<file path="src/rtl/icache_tag_table.sv">
// icache_tag_table
//
// Set-associative tag table for the instruction cache. A fetch PC is looked
// up combinationally and translated to an SRAM fetch-word address
// {set, way, word-in-line}; a miss stalls fetch and, from IDLE, launches a
// line fill towards the memory controller. Replacement uses a per-set
// round-robin pointer that skips a line hit while the pointer names it.
// Hits to resident lines are served while a fill is outstanding. A flush
// pulse (fence.i) invalidates the whole table in one edge.
//
// Ports:
//   clk                clock, rising edge
//   rst                asynchronous reset, active low
//   IN_lookupValid     fetch lookup this cycle
//   IN_lookupPC        fetch PC (halfword granular)
//   OUT_lookupAddress  {set, way, PC[LINE_OFFS_W-1:FETCH_W]}, valid on hit
//   OUT_hit            lookup valid and tag match
//   OUT_stall          lookup valid and no hit
//   IN_flush           one-cycle pulse, invalidate every line
//   OUT_memReqValid    fill request pending
//   OUT_memReqAddr     line address of the fill
//   OUT_memReqSlot     destination slot {set, way}
//   IN_memReqReady     controller accepts the request
//   IN_memDone         accepted fill completed
//   IN_memErr          accepted fill aborted
module icache_tag_table #(
  parameter int NUM_WAYS    = 2,
  parameter int NUM_SETS    = 4,
  parameter int ADDR_W      = 31,
  parameter int LINE_OFFS_W = 8,
  parameter int FETCH_W     = 3,
  localparam int WAY_W = $clog2(NUM_WAYS),
  localparam int SET_W = $clog2(NUM_SETS),
  localparam int TAG_W = ADDR_W - LINE_OFFS_W - SET_W,
  localparam int LA_W  = SET_W + WAY_W + LINE_OFFS_W - FETCH_W
) (
  input  logic                          clk,
  input  logic                          rst,
  input  logic                          IN_lookupValid,
  input  logic [ADDR_W-1:0]             IN_lookupPC,
  output logic [LA_W-1:0]               OUT_lookupAddress,
  output logic                          OUT_hit,
  output logic                          OUT_stall,
  input  logic                          IN_flush,
  output logic                          OUT_memReqValid,
  output logic [ADDR_W-LINE_OFFS_W-1:0] OUT_memReqAddr,
  output logic [SET_W+WAY_W-1:0]        OUT_memReqSlot,
  input  logic                          IN_memReqReady,
  input  logic                          IN_memDone,
  input  logic                          IN_memErr
);

  typedef enum logic [1:0] {IDLE, REQ, WAIT} state_t;

  state_t state, state_next;

  logic [NUM_WAYS-1:0]             valid [NUM_SETS];
  logic [TAG_W-1:0]                tags  [NUM_SETS][NUM_WAYS];
  logic [WAY_W-1:0]                ptr   [NUM_SETS];

  logic [ADDR_W-LINE_OFFS_W-1:0]   req_addr;
  logic [SET_W-1:0]                req_set;
  logic [WAY_W-1:0]                req_way;
  logic                            discard;

  logic [SET_W-1:0]                lk_set;
  logic [TAG_W-1:0]                lk_tag;
  logic [NUM_WAYS-1:0]             way_match;
  logic                            tag_hit;
  logic [WAY_W-1:0]                hit_way;
  logic [WAY_W-1:0]                victim;
  logic                            victim_found;
  logic                            start_fill;
  logic                            fill_done;
  logic                            second_chance;

  // Fetch-word select bits below FETCH_W do not take part in the lookup.
  logic unused_fetch_bits;
  assign unused_fetch_bits = ^IN_lookupPC[FETCH_W-1:0];

  assign lk_set = IN_lookupPC[LINE_OFFS_W+SET_W-1:LINE_OFFS_W];
  assign lk_tag = IN_lookupPC[ADDR_W-1:LINE_OFFS_W+SET_W];

  for (genvar gi = 0; gi < NUM_WAYS; gi++) begin : g_way_cmp
    assign way_match[gi] = valid[lk_set][gi] && (tags[lk_set][gi] == lk_tag);
  end

  // A valid matching tag is unique within a set, so a priority encode is
  // only used to turn the one-hot match into an index.
  always_comb begin
    hit_way = '0;
    for (int w = 0; w < NUM_WAYS; w++) begin
      if (way_match[w]) hit_way = WAY_W'(w);
    end
  end
  assign tag_hit = |way_match;

  // Lowest invalid way wins; with a full set the round-robin pointer decides.
  always_comb begin
    victim       = ptr[lk_set];
    victim_found = 1'b0;
    for (int w = 0; w < NUM_WAYS; w++) begin
      if (!victim_found && !valid[lk_set][w]) begin
        victim       = WAY_W'(w);
        victim_found = 1'b1;
      end
    end
  end

  assign OUT_hit           = IN_lookupValid && tag_hit;
  assign OUT_stall         = IN_lookupValid && !tag_hit;
  assign OUT_lookupAddress = {lk_set, hit_way, IN_lookupPC[LINE_OFFS_W-1:FETCH_W]};

  assign OUT_memReqValid = (state == REQ);
  assign OUT_memReqAddr  = req_addr;
  assign OUT_memReqSlot  = {req_set, req_way};

  // Second chance only while no fill is in flight, so it never races the
  // pointer update done by a completing fill.
  assign second_chance = (state == IDLE) && IN_lookupValid && tag_hit &&
                         (hit_way == ptr[lk_set]);

  always_comb begin
    state_next = state;
    start_fill = 1'b0;
    fill_done  = 1'b0;
    case (state)
      IDLE: begin
        // A flush in the same cycle would invalidate the victim choice anyway.
        if (IN_lookupValid && !tag_hit && !IN_flush) begin
          state_next = REQ;
          start_fill = 1'b1;
        end
      end
      REQ: begin
        if (IN_memReqReady) state_next = WAIT;
      end
      WAIT: begin
        if (IN_memErr) begin
          state_next = IDLE;
        end else if (IN_memDone) begin
          state_next = IDLE;
          fill_done  = 1'b1;
        end
      end
      default: state_next = IDLE;
    endcase
  end

  always_ff @(posedge clk or negedge rst) begin
    if (!rst) state <= IDLE;
    else      state <= state_next;
  end

  always_ff @(posedge clk or negedge rst) begin
    if (!rst) begin
      req_addr <= '0;
      req_set  <= '0;
      req_way  <= '0;
      discard  <= 1'b0;
    end else begin
      if (start_fill) begin
        req_addr <= IN_lookupPC[ADDR_W-1:LINE_OFFS_W];
        req_set  <= lk_set;
        req_way  <= victim;
        discard  <= 1'b0;
      end else if (IN_flush && state != IDLE) begin
        // The in-flight line belongs to pre-flush code: let the transfer
        // finish but never mark it valid.
        discard <= 1'b1;
      end
    end
  end

  always_ff @(posedge clk or negedge rst) begin
    if (!rst) begin
      for (int s = 0; s < NUM_SETS; s++) begin
        valid[s] <= '0;
        ptr[s]   <= '0;
      end
    end else begin
      if (IN_flush) begin
        for (int s = 0; s < NUM_SETS; s++) valid[s] <= '0;
      end else begin
        if (start_fill)             valid[lk_set][victim]   <= 1'b0;
        if (fill_done && !discard)  valid[req_set][req_way] <= 1'b1;
      end
      if (fill_done)          ptr[req_set] <= req_way + 1'b1;
      else if (second_chance) ptr[lk_set]  <= ptr[lk_set] + 1'b1;
    end
  end

  // Tag storage needs no reset: a tag is only read through its valid bit.
  always_ff @(posedge clk) begin
    if (fill_done && !discard && !IN_flush)
      tags[req_set][req_way] <= req_addr[ADDR_W-LINE_OFFS_W-1:SET_W];
  end

endmodule

</file>
<file path="config.mk">
export PLATFORM = sky130hd
export DESIGN_NAME = icache_tag_table
export DESIGN_NICKNAME = d
export VERILOG_FILES = /design/src/rtl/icache_tag_table.sv
export SDC_FILE = /design/constraint.sdc
export NUM_CORES = 1
export LEC_CHECK = 0
export BUFFER_PORTS_ARGS = -buffer_cell sky130_fd_sc_hd__buf_2
export CORE_MARGIN = 8
export CORE_UTILIZATION = 40
export CTS_CLUSTER_SIZE = 30
export DETAILED_ROUTE_END_ITERATION = 7
export GPL_TIMING_DRIVEN = 0
export PLACE_DENSITY = 0.53
export SYNTH_ARGS = -nofsm -noshare
export SYNTH_HDL_FRONTEND = slang
export SYNTH_SLANG_ARGS = --single-unit
</file>
<file path="constraint.sdc">
create_clock -name clk -period 6.15 [get_ports clk]
set_input_delay 0.3075 -clock clk [delete_from_list [all_inputs] [get_ports clk]]
set_output_delay 0.3075 -clock clk [all_outputs]
set_load 0.05 [all_outputs]
</file>
After elaboration in Yosys (flattened, before gate mapping). Memory sizes are Yosys's and may differ from the RTL's. Index checks and enable logic that the tools add are counted. Widths: inputs -> output; s select.

Bits in read-only memories: 0. Memories kept: 1. Bits in writable memories: 168. Latch bits: 0. Bits in registers: 41. Word-level logic and storage cells: 112.

Memory list: tags (words 4, bits a word 42, read ports 1, clocked after Yosys merged registers in 0, write ports 1, RTL line 58) `logic [TAG_W-1:0] tags [NUM_SETS][NUM_WAYS];`.

Reduce and logical (&&, ||, !) cells: 27. Div/mod/pow operators: 0. Multiplexer cells: 45. Shift-type cells: 0. $mul: 0. Bitwise logic cells: 6. $add $sub $neg: 2. $lt $le $gt $ge: 10. Equality and inequality tests: 8.

Operator list (count): $eq 21x21->1 (2); $mux 42 (1); $mux 8 (4); $demux 21 s1 (1); $mux 21 (1); $logic_and 1x1->1 (17); $mux 1 (17); $mux 2 (8); $and 8x8->8 (1); $bwmux 4 (2); $demux 2 s2 (2); $mux 4 (2); $not 8->8 (1); $or 8x8->8 (1); $ge 3x3->1 const B (2); $lt 3x1->1 const B (2); $not 2->3 (2); $pmux 2 s3 (1); $reduce_bool 2->1 (3); $bmux 2 s2 (1); $demux 1 s2 (2); $logic_not 1->1 (4); $lt 1x2->1 const B (2); $ne 2x1->1 const B (2); other kinds (14) (17).

Depth between registers and ports, before layout.
Depth after elaboration: 20. Mapped depth: 11.

Worst setup path before layout. Ideal clock, no wire load.

Path type: input -> output. Start: input IN_lookupPC[8]. End: output OUT_hit. Cell stages on the path: 8. Path buffers: 2. Arrival: 3.036 ns. Required time: 5.843 ns. Path slack: 2.806 ns. Cell sequence: buf_6 > buf_6 > mux4_2 > xnor2_1 > nand4_1 > a211oi_4 > nand3_1 > a21boi_0.

Longest elaborated chain between the ends: 7.

RTL lines: start: declaration (RTL line 40) `input logic [ADDR_W-1:0] IN_lookupPC,`; parallel branches: the longest is 5 deep, another holds $mem_v2 4x42; $reduce_or 2->1 (*) (RTL line 96) `assign tag_hit = |way_match;`; $logic_and 1x1->1 (*) (RTL line 110) `assign OUT_hit = IN_lookupValid && tag_hit;`; end: declaration (RTL line 42) `output logic OUT_hit,`.

Mark *: on every way between the ends. The select of a mux whose other input is x is not followed.

Final worst setup path.
Start: memory tags[3][30] (netlist name). End: output OUT_hit.

Longest elaborated chain between the ends: 5.

RTL lines: start: declaration (RTL line 58); $mem_v2 4x42; $eq 21x21->1 (RTL line 85) `assign way_match[gi] = valid[lk_set][gi] && (tags[lk_set][gi] == lk_tag);`; $logic_and 1x1->1 (RTL line 85); $reduce_or 2->1 (RTL line 96); $logic_and 1x1->1 (RTL line 110).

Every way passes these cells.

==> summary.md <==
| Metric | Value |
|---|---|
| Fmax | ~280 MHz |
| Post-synth top flop | edfxtp_1 |
| Asr flop ratio synth | a little under a fifth |
| Final TNS setup | 0 ns |
| CP arrival | ~3.3 ns |
| Cell count after synthesis | 478 |
| Clock Latency Late Sink | ~0.52 ns |
| Layout Nets | 617 |
| Clock Path Buffers | 3 |
| Wirelength per Cell | ~24 um |
| Chip width | 164 um |
| Seq cells post-synth | slightly above 200 |
| Post-CTS sizing | 0 |
| Synthesized area per cell | 18.3 um^2 |
| Worst endpoint required time | just under 6 ns |
| CP peak stage delay | ~0.6 ns |
| Worst-path clk slew | around 0.060 ns |
| Crit path buf inv count | 1 |
| Most common cell after layout, fill and taps aside | edfxtp_1 |
| # rows | between 50 and 60 |
| Ys Warns | 0 |
| Cell at the root of the clock tree | clkbuf_16 |
| Slew Limit Fails | 0 |
| # diodes | 0 |
| Input/output buffers | 64 |
| Core area | ~0.022 mm^2 |
| Num CTS Buffers | 23 |
| Max Cap Viol | 0 |
| DP HPWL | about 14,000 um |
| Syn Nets | about 520 |
| Hold Violations, Final | 3 |
| Via count | between 4,000 and 5,000 |
| Largest net degree at the start of global routing | 40 |
| CTS sink count | roughly 210 |
| RSZ-0062 raised after global routing | false |
| Crit. Startpoint | tags[3][30] |
| Largest cells by area after synthesis | edfxtp_1 (58%), dfrtp_1 (11%), mux4_2 (11%) |
| Initial core utilization | 40.4% |
| CP top delay family | simple AND/OR/NAND/NOR gates |
| Total GRT Usage | about 16% |
| Status | complete, but fails checks |
| Post-synthesis cell area | between 0.008 and 0.009 mm^2 |
| First-pass GRT wire length | between 30,000 and 40,000 um |
| Failing checks | negative hold slack |
| Most frequent cells in the layout | edfxtp_1 (168), buf_2 (68), xnor2_1 (41), mux4_2 (41), dfrtp_1 (39) |
| Overflow after GRT | 0 |
| CP Launch Type | flop |
| Leak Pwr | 0.00364 uW |
| Clk_skew | between 0.015 and 0.02 ns |
| Tmin final | roughly 3.6 ns |
| Final period utilization | 58.1% |
| Ports | 75 |
| Final routed DRC violation total | 0 |
| Critical path's slowest cell | nor4_1 |
| Gp weighted congestion | between 0.7 and 0.8 |
| Tightest Pin Transition | between 1 and 1.5 ns |
| CP Capture Type | output pin |
| Yosys top cell area share | a little under three fifths |
| Layout Utilization | between 40% and 50% |
| CP Cell Sequence | mux4_2 > xnor2_1 > nand4_1 > nor4_1 > o211ai_1 > a21boi_0 > buf_2 |
| Cell variety after synth | 51 |
| Die footprint | 0.0269 mm^2 |
| Pwr/cell area | around 350 mW/mm^2 |
| CTS tree | built |
| Post-route ant nets | 0 |
| DRT Pass-1 Iters | 7 |
| Hold_ws | -0.00662 ns |
| H-tree depth | 1 |
| EDFF count, synth | between 150 and 200 |
| Final setup vio count | 0 |
| Leading area contributor after synthesis | edfxtp_1 |
| Kind of critical path | flop to output pin |
| HP Class | input pin to asynchronous set/reset pin |
| Peak VDD IR | ~0.21 mV |
| Area Overhead vs Synth | 17.9% |
| Seq/Total Area, Yosys | between 60% and 70% |
| DR vias/cell | roughly 5.3 |
| DR iter-0 viols | approximately 270 |
| R2R Path Start | state[0] |
| Slew HR | around 28% |
| Layout cells sized above 1 | a little over a third |
| Initial antenna violation count | 0 |
| Routed wire length | between 20,000 and 25,000 um |
| Vias in the first global route | approximately 5,000 |
| CP max FO | 2 |
| Die height | approximately 160 um |
[timing repair]
action | in CTS | in global routing
setup buffers | 0 | 0
hold endpoints to repair | 1 | 0
hold buffers | 2 | 0
[path summary, 6_finish.rpt]
path | endpoint | slack (ns) | depth (start not counted)
min in group clk | state[0] | 0.02 | 2
worst max register to register | tags[1][14] | 2.95 | 5
worst min-delay path | OUT_memReqAddr[9] | -0.007 | 1
max in group asynchronous | OUT_memReqAddr[2] | 5.48 | 1
worst min register to register | ptr[0] | 0.51 | 2
worst max-delay path | OUT_hit | 2.58 | 7
[cells by family (layout without fill, tap and decap cells)]
| kind of cell | count (synthesis) | count (layout) | share of synthesized area (%) |
|---|---|---|---|
| buffers and inverters | 34 | 152 | 2.93 |
| flip-flops | 207 | 207 | 68.7 |
| AND/OR/NAND/NOR | 88 | 88 | 5.78 |
| AO/OA/AOI/OAI | 30 | 30 | 2.71 |
| multiplexers | 73 | 73 | 15.2 |
| XOR/XNOR | 46 | 46 | 4.68 |
[state kept, by name, summed over array words and instances (netlist names)]
register	count
tags	168
OUT_memReqAddr	23
valid	8
ptr	4
state	2
discard	1
req_way	1
[layout make-up]
cell class,instances,area (um^2)
Tap cell,280,350
Inverter,7,26.3
Clock buffer,33,633
Multi-Input combinational cell,237,2530
Sequential cell,207,6020
Clock inverter,9,57.6
Buffer,27,230
Fill cell,1884,11400
Timing Repair Buffer,76,478
[metal layers]
layer / track usage (%) / share of wire [%] / vias to the layer above
met5: 0 / 0 / -
met4: 4.88 / 2.6 / 0
met3: 2.63 / 5.2 / 37
met2: 27.0 / 48 / 130
met1: 21.7 / 44 / 2397
li1: - / - / 2081
[power by group]
| group | switching (uW) | internal (uW) | leakage (uW) | total, uW |
|---|---|---|---|---|
| clock network | 539 | 719 | 0.000335 | 1260 |
| registers | 120 | 1680 | 0.00200 | 1800 |
| logic | 368 | 189 | 0.00130 | 557 |
| total | 1030 | 2590 | 0.00364 | 3610 |
[cells in the mapped netlist, drive strengths merged (3+ instances only)]
| cell | number |
|---|---|
| nand3 | 6 |
| a31o | 3 |
| xnor2 | 42 |
| mux4 | 41 |
| buf | 23 |
| o211ai | 6 |
| dfrtp | 39 |
| o21ai | 3 |
| or2 | 4 |
| nand4 | 14 |
| nand2 | 18 |
| mux2i | 9 |
| a31oi | 3 |
| mux2 | 23 |
| nand3b | 5 |
| inv | 6 |
| a21oi | 7 |
| xor2 | 4 |
| edfxtp | 168 |
| and2 | 3 |
| nor2 | 13 |
| nor3 | 10 |
| clkbuf | 4 |
[stage by stage]
| stage | power [uW] | setup WS, ns | instances | area (um^2) | hold slack, ns |
|---|---|---|---|---|---|
| floorplan | 2200 | 2.81 | 478 | 8760 | 0.0119 |
| global placement | 2370 | 0.669 | 822 | 9440 | 0.489 |
| detailed placement | 2390 | 2.56 | 832 | 9620 | 0.499 |
| CTS | 3660 | 2.62 | 876 | 10300 | 0.00750 |
| global route | 3750 | 2.40 | 876 | 10300 | 0.0370 |
| finish | 3610 | 2.58 | 876 | 10300 | -0.00662 |
No activity file was read; power rests on OpenSTA's default activity.
